--- src/rtl/kbd_pkg.sv ---
// Shared constants, FSM state type and entry packing for the PS/2 keyboard controller.
package kbd_pkg;

   localparam logic [7:0]  KBD_PFX_EXT    = 8'hE0;
   localparam logic [7:0]  KBD_PFX_BRK    = 8'hF0;
   localparam int unsigned KBD_ENTRY_W    = 10;
   localparam logic        KBD_REG_DATA   = 1'b0;
   localparam logic        KBD_REG_STATUS = 1'b1;

   typedef enum logic [1:0] {
      S_IDLE,
      S_E0,
      S_F0,
      S_E0F0
   } kbd_state_t;

   // FIFO entry layout: {brk, ext, code[7:0]}
   function automatic logic [KBD_ENTRY_W-1:0] kbd_entry(input logic       brk,
                                                        input logic       ext,
                                                        input logic [7:0] code);
      return {brk, ext, code};
   endfunction

endpackage

--- src/rtl/ps2_frame_rx.sv ---
// PS/2 frame receiver: synchronises kclk/kdata, counts bits on kclk falls, checks
// start/stop (and parity when KBD_PARITY_CHECK_EN is defined), and abandons a frame
// that stalls mid-way for TIMEOUT_CYC cycles.
module ps2_frame_rx #(
   parameter int unsigned TIMEOUT_CYC = 50000
) (
   input  logic       clk,
   input  logic       rst_n,
   input  logic       kclk,
   input  logic       kdata,
   output logic       byte_vld,
   output logic [7:0] rx_byte,
   output logic       ferr_p,
   output logic       perr_p
);

   localparam int unsigned TW = $clog2(TIMEOUT_CYC + 1);

   logic          kclk_s1_q, kclk_s2_q, kclk_prev_q;
   logic          kdata_s1_q, kdata_s2_q;
   logic [3:0]    bit_idx_q, bit_idx_d;
   logic [7:0]    shreg_q, shreg_d;
   logic          par_q, par_d;
   logic [TW-1:0] idle_cnt_q, idle_cnt_d;
   logic          byte_vld_q, byte_vld_d;
   logic          ferr_q, ferr_d;
   logic          perr_q, perr_d;
   logic          fall;
   logic          parity_ok;

   assign fall = kclk_prev_q & ~kclk_s2_q;

`ifdef KBD_PARITY_CHECK_EN
   assign parity_ok = ^{shreg_q, par_q};
`else
   assign parity_ok = 1'b1;
`endif

   // Input synchronisers and edge-detect history; lines idle high.
   always_ff @(posedge clk or negedge rst_n) begin
      if (!rst_n) begin
         kclk_s1_q   <= 1'b1;
         kclk_s2_q   <= 1'b1;
         kclk_prev_q <= 1'b1;
         kdata_s1_q  <= 1'b1;
         kdata_s2_q  <= 1'b1;
      end else begin
         kclk_s1_q   <= kclk;
         kclk_s2_q   <= kclk_s1_q;
         kclk_prev_q <= kclk_s2_q;
         kdata_s1_q  <= kdata;
         kdata_s2_q  <= kdata_s1_q;
      end
   end

   // Bit counter, shift register, watchdog and one-cycle result pulses.
   always_comb begin
      bit_idx_d  = bit_idx_q;
      shreg_d    = shreg_q;
      par_d      = par_q;
      idle_cnt_d = idle_cnt_q;
      byte_vld_d = 1'b0;
      ferr_d     = 1'b0;
      perr_d     = 1'b0;
      if (fall) begin
         idle_cnt_d = '0;
         case (bit_idx_q)
            4'd0: begin
               // A high start bit is treated as noise; keep hunting.
               if (!kdata_s2_q) bit_idx_d = 4'd1;
            end
            4'd1, 4'd2, 4'd3, 4'd4, 4'd5, 4'd6, 4'd7, 4'd8: begin
               shreg_d   = {kdata_s2_q, shreg_q[7:1]};
               bit_idx_d = bit_idx_q + 4'd1;
            end
            4'd9: begin
               par_d     = kdata_s2_q;
               bit_idx_d = 4'd10;
            end
            default: begin
               bit_idx_d = 4'd0;
               if (!kdata_s2_q)     ferr_d     = 1'b1;
               else if (!parity_ok) perr_d     = 1'b1;
               else                 byte_vld_d = 1'b1;
            end
         endcase
      end else if (bit_idx_q != 4'd0) begin
         if (idle_cnt_q == TW'(TIMEOUT_CYC)) begin
            bit_idx_d  = 4'd0;
            idle_cnt_d = '0;
            ferr_d     = 1'b1;
         end else begin
            idle_cnt_d = idle_cnt_q + TW'(1);
         end
      end
   end

   // Receiver state register.
   always_ff @(posedge clk or negedge rst_n) begin
      if (!rst_n) begin
         bit_idx_q  <= 4'd0;
         shreg_q    <= 8'd0;
         par_q      <= 1'b0;
         idle_cnt_q <= '0;
         byte_vld_q <= 1'b0;
         ferr_q     <= 1'b0;
         perr_q     <= 1'b0;
      end else begin
         bit_idx_q  <= bit_idx_d;
         shreg_q    <= shreg_d;
         par_q      <= par_d;
         idle_cnt_q <= idle_cnt_d;
         byte_vld_q <= byte_vld_d;
         ferr_q     <= ferr_d;
         perr_q     <= perr_d;
      end
   end

   assign byte_vld = byte_vld_q;
   assign rx_byte  = shreg_q;
   assign ferr_p   = ferr_q;
   assign perr_p   = perr_q;

endmodule

--- src/rtl/kbd_ctrl.sv ---
// PS/2 keyboard controller: frame receiver, E0/F0 prefix decode FSM, event FIFO and
// CPU DATA/STATUS registers with a level IRQ.
// Optional feature macro: KBD_PARITY_CHECK_EN (enables odd-parity checking in ps2_frame_rx).
module kbd_ctrl
   import kbd_pkg::*;
#(
   parameter int unsigned DEPTH       = 16,
   parameter int unsigned TIMEOUT_CYC = 50000
) (
   input  logic        clk,
   input  logic        rst_n,
   input  logic        kclk,
   input  logic        kdata,
   input  logic        keyboard_cs,
   input  logic        rd_en,
   input  logic        addr,
   output logic [31:0] rdata,
   output logic        irq
);

   localparam int unsigned AW = $clog2(DEPTH);
   localparam int unsigned CW = AW + 1;

   logic                   byte_vld;
   logic [7:0]             rx_byte;
   logic                   ferr_p, perr_p;

   kbd_state_t             state_q, state_d;
   logic                   push;
   logic [KBD_ENTRY_W-1:0] push_entry;

   logic [KBD_ENTRY_W-1:0] mem [DEPTH];
   logic [AW-1:0]          wr_ptr_q, wr_ptr_d, rd_ptr_q, rd_ptr_d;
   logic [CW-1:0]          count_q, count_d;
   logic                   empty, full, rd_req, pop, do_push, ovf_set, flag_clr;
   logic                   ovf_q, ovf_d, ferr_q, ferr_d, perr_q, perr_d;
   logic                   irq_q;

   ps2_frame_rx #(
      .TIMEOUT_CYC (TIMEOUT_CYC)
   ) u_rx (
      .clk      (clk),
      .rst_n    (rst_n),
      .kclk     (kclk),
      .kdata    (kdata),
      .byte_vld (byte_vld),
      .rx_byte  (rx_byte),
      .ferr_p   (ferr_p),
      .perr_p   (perr_p)
   );

   // Prefix decode: fold E0/F0 into the flags of the next non-prefix byte.
   always_comb begin
      state_d    = state_q;
      push       = 1'b0;
      push_entry = kbd_entry(state_q inside {S_F0, S_E0F0},
                             state_q inside {S_E0, S_E0F0}, rx_byte);
      if (byte_vld) begin
         if (rx_byte == KBD_PFX_EXT) begin
            state_d = S_E0;
         end else if (rx_byte == KBD_PFX_BRK) begin
            case (state_q)
               S_IDLE:  state_d = S_F0;
               S_E0:    state_d = S_E0F0;
               default: state_d = state_q;
            endcase
         end else begin
            push    = 1'b1;
            state_d = S_IDLE;
         end
      end
   end

   // Decode FSM state register.
   always_ff @(posedge clk or negedge rst_n) begin
      if (!rst_n) state_q <= S_IDLE;
      else        state_q <= state_d;
   end

   assign empty    = (count_q == '0);
   assign full     = (count_q == CW'(DEPTH));
   assign rd_req   = keyboard_cs & rd_en;
   assign pop      = rd_req & (addr == KBD_REG_DATA) & ~empty;
   // A pop frees the slot being written, so a full FIFO still accepts a simultaneous push.
   assign do_push  = push & (~full | pop);
   assign ovf_set  = push & full & ~pop;
   assign flag_clr = rd_req & (addr == KBD_REG_STATUS);

   // FIFO pointer/count and sticky flag next-state; a set beats a same-cycle clear.
   always_comb begin
      wr_ptr_d = wr_ptr_q;
      rd_ptr_d = rd_ptr_q;
      count_d  = count_q;
      if (do_push) wr_ptr_d = wr_ptr_q + AW'(1);
      if (pop)     rd_ptr_d = rd_ptr_q + AW'(1);
      case ({do_push, pop})
         2'b10:   count_d = count_q + CW'(1);
         2'b01:   count_d = count_q - CW'(1);
         default: count_d = count_q;
      endcase
      ovf_d  = ovf_set | (ovf_q  & ~flag_clr);
      ferr_d = ferr_p  | (ferr_q & ~flag_clr);
      perr_d = perr_p  | (perr_q & ~flag_clr);
   end

   // FIFO control, flags and IRQ registers.
   always_ff @(posedge clk or negedge rst_n) begin
      if (!rst_n) begin
         wr_ptr_q <= '0;
         rd_ptr_q <= '0;
         count_q  <= '0;
         ovf_q    <= 1'b0;
         ferr_q   <= 1'b0;
         perr_q   <= 1'b0;
         irq_q    <= 1'b0;
      end else begin
         wr_ptr_q <= wr_ptr_d;
         rd_ptr_q <= rd_ptr_d;
         count_q  <= count_d;
         ovf_q    <= ovf_d;
         ferr_q   <= ferr_d;
         perr_q   <= perr_d;
         irq_q    <= (count_d != '0);
      end
   end

   // FIFO storage; contents are only observable through a non-empty head.
   always_ff @(posedge clk) begin
      if (do_push) mem[wr_ptr_q] <= push_entry;
   end

   // CPU read mux; DATA reads as all-zero when the FIFO is empty.
   always_comb begin
      rdata = 32'd0;
      if (addr == KBD_REG_DATA) begin
         if (!empty) rdata = {21'd0, 1'b1, mem[rd_ptr_q]};
      end else begin
         rdata = {16'd0, 8'(count_q), 5'd0, perr_q, ferr_q, ovf_q};
      end
   end

   assign irq = irq_q;

endmodule

--- config.mk ---
export PLATFORM = sky130hd
export DESIGN_NAME = kbd_ctrl
export DESIGN_NICKNAME = d
export VERILOG_FILES = /design/src/rtl/kbd_pkg.sv /design/src/rtl/ps2_frame_rx.sv /design/src/rtl/kbd_ctrl.sv
export SDC_FILE = /design/constraint.sdc
export NUM_CORES = 1
export LEC_CHECK = 0
export BUFFER_PORTS_ARGS = -buffer_cell sky130_fd_sc_hd__buf_4
export CAP_MARGIN = 20
export CORE_AREA = 5 5 182 184
export DETAILED_ROUTE_END_ITERATION = 10
export DIE_AREA = 0 0 187 189
export PLACE_DENSITY = 0.41
export SLEW_MARGIN = 40
export SYNTH_ARGS = -nofsm -noshare
export SYNTH_HDL_FRONTEND = slang
export SYNTH_SLANG_ARGS = --single-unit
--- constraint.sdc ---
create_clock -name clk -period 8 [get_ports clk]
set_input_delay 0.8 -clock clk [delete_from_list [all_inputs] [get_ports clk]]
set_output_delay 0.8 -clock clk [all_outputs]
set_load 0.05 [all_outputs]
==> results.cfg <==
[final_layout]
n_antenna_cell = 0
area_growth_pct = 15.4
fin_nets = 611
drive_gt1_frac = 0.263

[synthesis]
synth_seq_cells = 214
synth_edf_count = 160
yosysMostFrequentCell = edfxtp_1
post-synth-top-area-fraction = 0.522
async_flop_share = 0.252
synth_top_cell_by_area = edfxtp_1
yosysSeqAreaShare = 0.669
synth_commonest_cells = edfxtp_1 (160), dfrtp_1 (49), mux4_2 (45), nor2_1 (35)
synth_area_leaders = edfxtp_1 (52%), dfrtp_1 (13%), mux4_2 (11%), ha_1 (1.9%), buf_4 (1.6%)
syn_avg_cell_area_um2 = 16.3
postSynthCellCount = 564
synth_ff_type = edfxtp_1
ys.warnings.count = 0
netlist_area_mm2 = 0.00921
ys_types = 62

[clock_tree]
postCtsSetupRepairBufs = 0
cts_buffers = 25
path_clk_slew_ps = 60
cts_root_buf = clkbuf_16
cts_hold_buf = 0
cts_tree = built
htree_num_levels = 1
post_cts_resized = 0
clk_path_buf_depth = 3
clock_latency_ps = 530
cts.sinks = 214

[placed_design]
place_congestion = 0.736
port_buffers = 20
place_hpwl_um = 13300

[pwr]
p_comb_frac = 0.241
p_switching_mw = 1.23
peakVddDrop_mv = 0.165
p_per_area_mw_per_mm2 = 354
p_seq_frac = 0.442
p_int_mw = 2.53
p_leak_nw = 3.63
switching_share = 0.327
power_frac_clock = 0.318

[timing]
clock_skew_ps = 11.9
period_share = 0.514
period_needed_ps = 4110
slew_headroom = 0.476
finalSetupTns_ps = 0
rsz0062_at_grt = no
timing.fmax_mhz = 243
maxSlewViolCount = 0
setup_viol_count_final = 0
hold_ws_ps = 233
finalHoldViolations = 0
tightest_slew_ps = 780

[setup_path]
critPathCaptureType = output port
arrival_ps = 3310
worstSetupPathType = reg -> out
path_max_fanout = 30
start_kind = flop
worstPathRequired_ps = 7200

[global_route]
first_global_vias = 5164
antenna_found_initial = 0
grt_max_degree = 55
grtUsageTotal = 0.118
grt.overflow.total = 0
grt_pass1_wl_um = 32600

[floorplanning]
start_util = 0.295
die_w_um = 187
io_pins = 40
die_y_um = 189
rows = 65
core_area_mm2 = 0.0312
die-area_mm2 = 0.0353

[drt]
drt_first_pass_iters = 4
routed_via_density = 4.81
final_antenna_net_count = 0
wl_per_cell_um = 20.4
drc = 0
drt_iter0_markers = 266
wirelength_um = 20600
dr_total_vias = 4858

[run_status]
status = complete, no violations

[flow_run]
drv_cap = 0

[min_path]
min_path_type = in -> async
## power by group through the flow
stage	sequential, mW	clock, mW	combinational, mW
6_report	1.66	1.20	0.906
5_1_grt	1.70	1.28	0.985
4_1_cts	1.67	1.23	0.927
3_5_place_dp	1.70	0	0.922
3_3_place_gp	1.69	0	0.923
2_1_floorplan	1.49	0	0.807
## worst max-delay path: stages (launching register included)
cell and delay [ps]:
dfrtp_2 660, buf_4 620, mux4_2 640, mux4_2 480, and2_1 180, buf_4 180
## worst paths after layout
check	start	end	slack (ps)	cells past startpoint
min reg2reg	u_rx.kdata_s1_q	u_rx.kdata_s2_q	360	0
min in group clk	u_rx.kdata_s1_q	u_rx.kdata_s2_q	360	0
max	rd_ptr_q[0]	rdata[4]	3890	5
min	rst_n	u_rx.idle_cnt_q[15]	230	1
max reg2reg	u_rx.rx_byte[5]	count_q[4]	4610	9
max in group asynchronous	rst_n	rd_ptr_q[1]	7340	1
## cells by family (layout without fill, tap and decap cells)
kind of cell    Yosys count  count (layout)  share of synthesized area
flops                   214             214                      0.669
simple gates            127             127                     0.0767
compound gates           70              70                     0.0503
mux                      64              64                      0.132
buf+inv                  56              82                     0.0341
xor+xnor                 17              17                     0.0162
fa+ha+maj                15              15                     0.0212
other cells               1              19                   0.000407
## registers in the layout, summed over array words and instances, names as in the netlist, 2 cells and up
name / count
rd_ptr_q: 4
state_q: 2
u_rx.idle_cnt_q: 16
mem: 160
wr_ptr_q: 4
count_q: 5
u_rx.bit_idx_q: 4
u_rx.rx_byte: 8
## per-layer routing
| metal | vias to the layer above | GRT usage | wire [um] |
|---|---|---|---|
| met1 | 2547 | 0.160 | 9300 |
| met5 | - | 0 | 0 |
| li1 | 2211 | - | - |
| met3 | 34 | 0.0184 | 536 |
| met2 | 66 | 0.201 | 10300 |
| met4 | 0 | 0.0284 | 427 |
## cell usage in the layout, fill, tap and decap left out, types with 4 or more instances in the layout
cell type	n
nor2_2	13
bufinv_16	5
nand3_1	13
xnor2_1	10
mux2_2	12
nand2b_1	4
clkinv_2	5
xor2_1	7
a21o_1	4
conb_1	19
a21oi_1	21
nand2_1	21
nor3_1	9
clkbuf_1	4
nand4_1	9
o21ai_0	13
and2_1	8
edfxtp_1	160
ha_1	14
a22o_1	5
mux4_2	45
dfstp_2	5
dfrtp_1	45
clkinvlp_4	4
a211oi_1	6
inv_1	10
clkbuf_16	25
buf_4	25
nor2_1	22
nor2b_1	8
mux2i_1	7
## layout make-up
type                            count  area (um^2)
Fill cell                        3022        20600
Sequential cell                   214         6170
Multi-Input combinational cell    312         2850
Clock buffer                       29          641
Tap cell                          402          503
Clock inverter                     17          233
Timing Repair Buffer               26          199
Inverter                           10         37.5
## stage by stage
| step | area [um^2] | power (mW) | setup WS (ps) | instances | utilization |
|---|---|---|---|---|---|
| finish | 10600 | 3.77 | 3890 | 1010 | 0.340 |
| detailed placement | 9740 | 2.62 | 4280 | 964 | 0.312 |
| floorplan | 9280 | 2.30 | 5060 | 582 | - |
| global route | 10600 | 3.97 | 3590 | 1010 | 0.340 |
| global placement | 9700 | 2.61 | 4200 | 964 | 0.311 |
| CTS | 10600 | 3.83 | 3710 | 1010 | 0.340 |
(Power assumes the default switching activity.)
